## config.mk

```make
export PLATFORM = sky130hd
export DESIGN_NAME = shift_feeder
export DESIGN_NICKNAME = d
export VERILOG_FILES = /design/src/rtl/shift_feeder.sv
export SDC_FILE = /design/constraint.sdc
export NUM_CORES = 1
export LEC_CHECK = 0
export ABC_AREA = 0
export CORE_AREA = 8 8 90 108
export DETAILED_ROUTE_END_ITERATION = 8
export DIE_AREA = 0 0 98 116
export PLACE_DENSITY_LB_ADDON = 0.12
export SLEW_MARGIN = 20
export SYNTH_ARGS = -nofsm -noshare
export SYNTH_HDL_FRONTEND = slang
export SYNTH_SLANG_ARGS = --single-unit
export TNS_END_PERCENT = 100
```

## constraint.sdc

```tcl
create_clock -name clk -period 2.8 [get_ports clk]
set_input_delay 0.56 -clock clk [delete_from_list [all_inputs] [get_ports clk]]
set_output_delay 0.56 -clock clk [all_outputs]
set_load 0.03 [all_outputs]
```

## src/rtl/shift_feeder.sv

```systemverilog
// Shift request feeder: buffers {operand, amount, tag} requests and sequences them one at a time
// through an external pipelined Shifter. Optional macro SHIFT_ZERO_BYPASS_EN returns zero-amount requests directly.
module shift_feeder #(
    parameter int SHIFT_LAT  = 1,
    parameter int FIFO_DEPTH = 2
) (
    input  logic        clk,
    input  logic        reset_n,
    input  logic        in_valid,
    output logic        in_ready,
    input  logic [15:0] in_a,
    input  logic [4:0]  in_amt,
    input  logic [2:0]  in_tag,
    output logic [15:0] sh_a,
    output logic [4:0]  sh_amt,
    input  logic [15:0] sh_r,
    output logic        out_valid,
    input  logic        out_ready,
    output logic [15:0] out_r,
    output logic [2:0]  out_tag,
    output logic        busy,
    output logic [1:0]  dbg_state
);

    // Handshake: a beat transfers on a rising edge where valid and ready are both 1; valid, once
    // raised, holds its payload stable until accepted; ready never depends combinationally on valid.

    localparam int PW = $clog2(FIFO_DEPTH);
    localparam int CW = PW + 1;
    localparam int WW = (SHIFT_LAT > 1) ? $clog2(SHIFT_LAT) : 1;
    localparam logic [WW-1:0] WAIT_LAST = WW'(SHIFT_LAT - 1);
    localparam logic [CW-1:0] FULL_CNT  = CW'(FIFO_DEPTH);

    typedef enum logic [1:0] {
        S_IDLE  = 2'd0,
        S_ISSUE = 2'd1,
        S_WAIT  = 2'd2,
        S_OUT   = 2'd3
    } state_t;

    state_t        state_q, state_d;
    logic [23:0]   mem [FIFO_DEPTH];
    logic [PW-1:0] wr_ptr, rd_ptr;
    logic [CW-1:0] count;
    logic [WW-1:0] wcnt;
    logic [2:0]    fl_tag;
    logic          full, empty, push, pop, take, head_zero;
    logic          load_sh, load_byp, capture;
    logic [15:0]   head_a;
    logic [4:0]    head_amt;
    logic [2:0]    head_tag;

    assign full      = (count == FULL_CNT);
    assign empty     = (count == '0);
    // Held low while reset is asserted so nothing is offered to an upstream that is still running.
    assign in_ready  = reset_n & ~full;
    assign push      = in_valid & in_ready;
    assign busy      = (state_q != S_IDLE) | ~empty;
    assign dbg_state = state_q;

    assign {head_tag, head_amt, head_a} = mem[rd_ptr];

`ifdef SHIFT_ZERO_BYPASS_EN
    assign head_zero = (head_amt == 5'd0);
`else
    assign head_zero = 1'b0;
`endif

    always_comb begin
        state_d  = state_q;
        take     = 1'b0;
        pop      = 1'b0;
        load_sh  = 1'b0;
        load_byp = 1'b0;
        capture  = 1'b0;
        case (state_q)
            S_IDLE:  take = ~empty;
            S_ISSUE: state_d = S_WAIT;
            S_WAIT: begin
                if (wcnt == WAIT_LAST) begin
                    capture = 1'b1;
                    state_d = S_OUT;
                end
            end
            S_OUT: begin
                if (out_ready) begin
                    take    = ~empty;
                    state_d = S_IDLE;
                end
            end
            default: state_d = S_IDLE;
        endcase
        // Taking the head either starts a Shifter pass or, for a bypassed zero shift, lands straight in OUT.
        if (take) begin
            pop = 1'b1;
            if (head_zero) begin
                load_byp = 1'b1;
                state_d  = S_OUT;
            end else begin
                load_sh = 1'b1;
                state_d = S_ISSUE;
            end
        end
    end

    always_ff @(posedge clk or negedge reset_n) begin
        if (!reset_n) begin
            state_q   <= S_IDLE;
            wr_ptr    <= '0;
            rd_ptr    <= '0;
            count     <= '0;
            wcnt      <= '0;
            sh_a      <= '0;
            sh_amt    <= '0;
            fl_tag    <= '0;
            out_valid <= 1'b0;
            out_r     <= '0;
            out_tag   <= '0;
        end else begin
            state_q <= state_d;
            if (push) wr_ptr <= wr_ptr + PW'(1);
            if (pop)  rd_ptr <= rd_ptr + PW'(1);
            count <= count + CW'(push) - CW'(pop);
            wcnt  <= (state_q == S_WAIT) ? wcnt + WW'(1) : '0;
            if (load_sh) begin
                sh_a   <= head_a;
                sh_amt <= head_amt;
                fl_tag <= head_tag;
            end
            if (capture) begin
                out_r   <= sh_r;
                out_tag <= fl_tag;
            end else if (load_byp) begin
                out_r   <= head_a;
                out_tag <= head_tag;
            end
            out_valid <= (state_d == S_OUT);
        end
    end

    // Storage needs no reset: entries are only read once count says they were written.
    always_ff @(posedge clk) begin
        if (push) mem[wr_ptr] <= {in_tag, in_amt, in_a};
    end

endmodule

```

==> impl_metrics.env <==
export IMPL_grt_max_degree=52
export IMPL_die_x_um=98
export IMPL_synth_compound_area_frac=0.0126
export IMPL_synth_seq_cells=99
export IMPL_crit_type="reg -> out"
export IMPL_syn_avg_cell_area_um2=18.7
export IMPL_ir_drop_uv=563
export IMPL_drv_cap=0
export IMPL_hold_slack_ps=353
export IMPL_synth_xor_area_frac=0.00901
export IMPL_slew_headroom=0.569
export IMPL_num_vias=2055
export IMPL_die_h_um=116
export IMPL_grt_use_total=0.126
export IMPL_cp_slowest_cell="clkdlybuf4s50_1"
export IMPL_cts_max_path_buffers=2
export IMPL_cts_resized=0
export IMPL_internal_power_mw=3.82
export IMPL_switching_share=0.358
export IMPL_pwr_share_seq=0.388
export IMPL_clk_pin_slew_worst_paths_ps=90
export IMPL_period_share=0.863
export IMPL_num_nets_final=355
export IMPL_finalSetupViolations=0
export IMPL_reg2reg_setup_slack_ps=790
export IMPL_crit_chain="inv_1 > ha_1 > nand2_1 > clkdlybuf4s50_1"
export IMPL_ff2ff_path_depth=5
export IMPL_htree_levels=3
export IMPL_cts_buffers_inserted=9
export IMPL_layout_drive_gt1_share=0.297
export IMPL_min_path_type="in -> async"
export IMPL_finalHoldViolations=0
export IMPL_rsz0062_at_grt="false"
export IMPL_grt_pass1_wl_mm=11.1
export IMPL_netlist_area_um2=3890
export IMPL_combPwrFrac=0.477
export IMPL_synth_cell_types=26
export IMPL_synth_top_cell_area_share=0.371
export IMPL_ys_flop_type="dfrtp_1"
export IMPL_critPathLaunch="dbg_state[0]"
export IMPL_min_period_ps=2420
export IMPL_synthTopCellsByCount="dfrtp_1 (51), edfxtp_1 (48), mux2_2 (43)"
export IMPL_tightest_slew_ps=646
export IMPL_power_switching_mw=2.13
export IMPL_fin_skew_ps=8.46
export IMPL_clock_sinks=99
export IMPL_synth_simple_area_share=0.0190
export IMPL_via_per_inst=5.07
export IMPL_cp_end_kind="output pin"
export IMPL_leakagePower_nw=1.97
export IMPL_ys_warn_count=0
export IMPL_worst_endpoint_required_ps=2240
export IMPL_ys_top_cells_by_area="edfxtp_1 (37%), dfrtp_1 (33%), mux2_2 (12%), mux2_4 (9.3%), ha_1 (1.9%)"
export IMPL_n_antenna_cell=0
export IMPL_synth_top_family_by_area="multiplexers"
export IMPL_crit_reg2reg_capture="sh_a[13]"
export IMPL_avgRoutedWirePerCell_um=16.8
export IMPL_syn_instance_count=208
export IMPL_synth_nets=258
export IMPL_core_area_um2=7970
export IMPL_grt_pass1_vias=2199
export IMPL_r2r_start="dbg_state[0]"
export IMPL_fmax_mhz=414
export IMPL_power_frac_clock=0.135
export IMPL_gp_congestion=0.718
export IMPL_gr_total_overflow=0
export IMPL_clk_latency_ps=340
export IMPL_post_cts_repair_setup_buffers=0
export IMPL_ys_seq_area_frac=0.699
export IMPL_critPathTopFamily="buffers and inverters"
export IMPL_synthMuxAreaShare=0.217
export IMPL_die_area_um2=11400
export IMPL_cts_root_buf="clkbuf_8"
export IMPL_slowest_delay_ps=670
export IMPL_crit_buf_inv=2
export IMPL_crit_path_end="busy"
export IMPL_drc=0
export IMPL_firstDrtPassIters=3
export IMPL_yosys_area_share_adder=0.0193
export IMPL_postCtsHoldBufs=0
export IMPL_numPortBuffers=88
export IMPL_num_rows=36
export IMPL_start_util=0.488
export IMPL_synth_edf_count=48
export IMPL_synth_top_area_cell="edfxtp_1"
export IMPL_grt_antenna_before_repair=0
export IMPL_cts_tree="built"
export IMPL_ant_nets=0
export IMPL_power_density_nw_per_um2=1180
export IMPL_initialDrtViolationCount=74
export IMPL_cp_max_fo=6
export IMPL_synthArstFlopShare=0.515
export IMPL_routed_wl_mm=6.80
export IMPL_status="completed"
export IMPL_arrival_ps=1860
export IMPL_yosysMostFrequentCell="dfrtp_1"
export IMPL_io_pins=89
export IMPL_syn_to_final_growth_pct=29.5
export IMPL_finalMaxSlewViolations=0
export IMPL_cp_start_kind="flop"
export IMPL_cp_depth=4
export IMPL_fin_setup_tns_ps=0
export IMPL_dp_hpwl_mm=4.70
[placed cells by master, fill, tap and decap left out, drive strengths merged, types with 2 or more instances in the layout]
cell / netlist / layout
clkdlybuf4s50: 0 / 87
mux2: 67 / 67
dfrtp: 51 / 51
edfxtp: 48 / 48
clkbuf: 0 / 11
buf: 8 / 7
ha: 6 / 6
inv: 4 / 5
nor2: 4 / 4
nor2b: 3 / 3
xnor2: 3 / 3
clkinvlp: 0 / 3
a21oi: 2 / 2
nand2: 2 / 2
[worst reg2reg max path: stages, from the launching register on]
cell     delay, ps
dfrtp_1        450
inv_1          110
ha_1           340
nor3_4         210
buf_4          390
mux2_2         410
[flip-flops by register name, summed over array words and instances, names as in the netlist]
register	count
mem	48
sh_amt	5
out_r	16
dbg_state	2
fl_tag	3
sh_a	16
out_tag	3
wr_ptr	1
rd_ptr	1
count	2
wcnt	1
out_valid	1
[worst min-delay path by stage]
stage	end	slack, ps	cells past startpoint
floorplan	count[0]	260	0
global route	sh_a[3]	420	2
finish	count[1]	350	2
CTS	out_r[12]	370	2
detailed placement	out_tag[2]	500	1
global placement	fl_tag[1]	490	1
[final cells by class]
class	instances	area (um^2)
Clock buffer	11	141
Clock inverter	5	36.3
Fill cell	628	2940
Inverter	4	15.0
Multi-Input combinational cell	97	1090
Sequential cell	99	2720
Tap cell	95	119
Timing Repair Buffer	94	921
[layer usage]
metal,GRT usage,routed length [um],up-vias
met2,0.202,3250,75
met5,0,0,-
met1,0.149,2970,1023
li1,-,-,949
met3,0.0481,492,8
met4,0.0500,87,0
[logic make-up after synthesis]
logic type | after synthesis
xor gates and xnor gates | 4
muxes | 67
AOI/OAI and AO/OA | 7
adders and majority gates | 6
and+or+nand+nor | 13
buffers and inverters | 12
DFF | 99
[metrics by stage]
step	area, um^2	utilization	setup slack [ps]	instances	power, mW
detailed placement	4860	0.609	526	389	5.22
CTS	5040	0.632	357	405	6.04
finish	5040	0.632	383	405	5.95
global placement	4860	0.609	557	389	5.16
floorplan	3890	-	539	208	4.26
global route	5040	0.632	279	405	6.28
[power by group through the flow]
stage	Clock (mW)	Combinational (mW)	Sequential, mW
after floorplan	0	1.37	2.89
after global placement	0	2.83	2.33
after CTS	0.839	2.89	2.32
after detailed placement	0	2.88	2.34
after global routing	0.887	3.02	2.38
final	0.805	2.84	2.30
No activity file was read; power rests on OpenSTA's default activity.
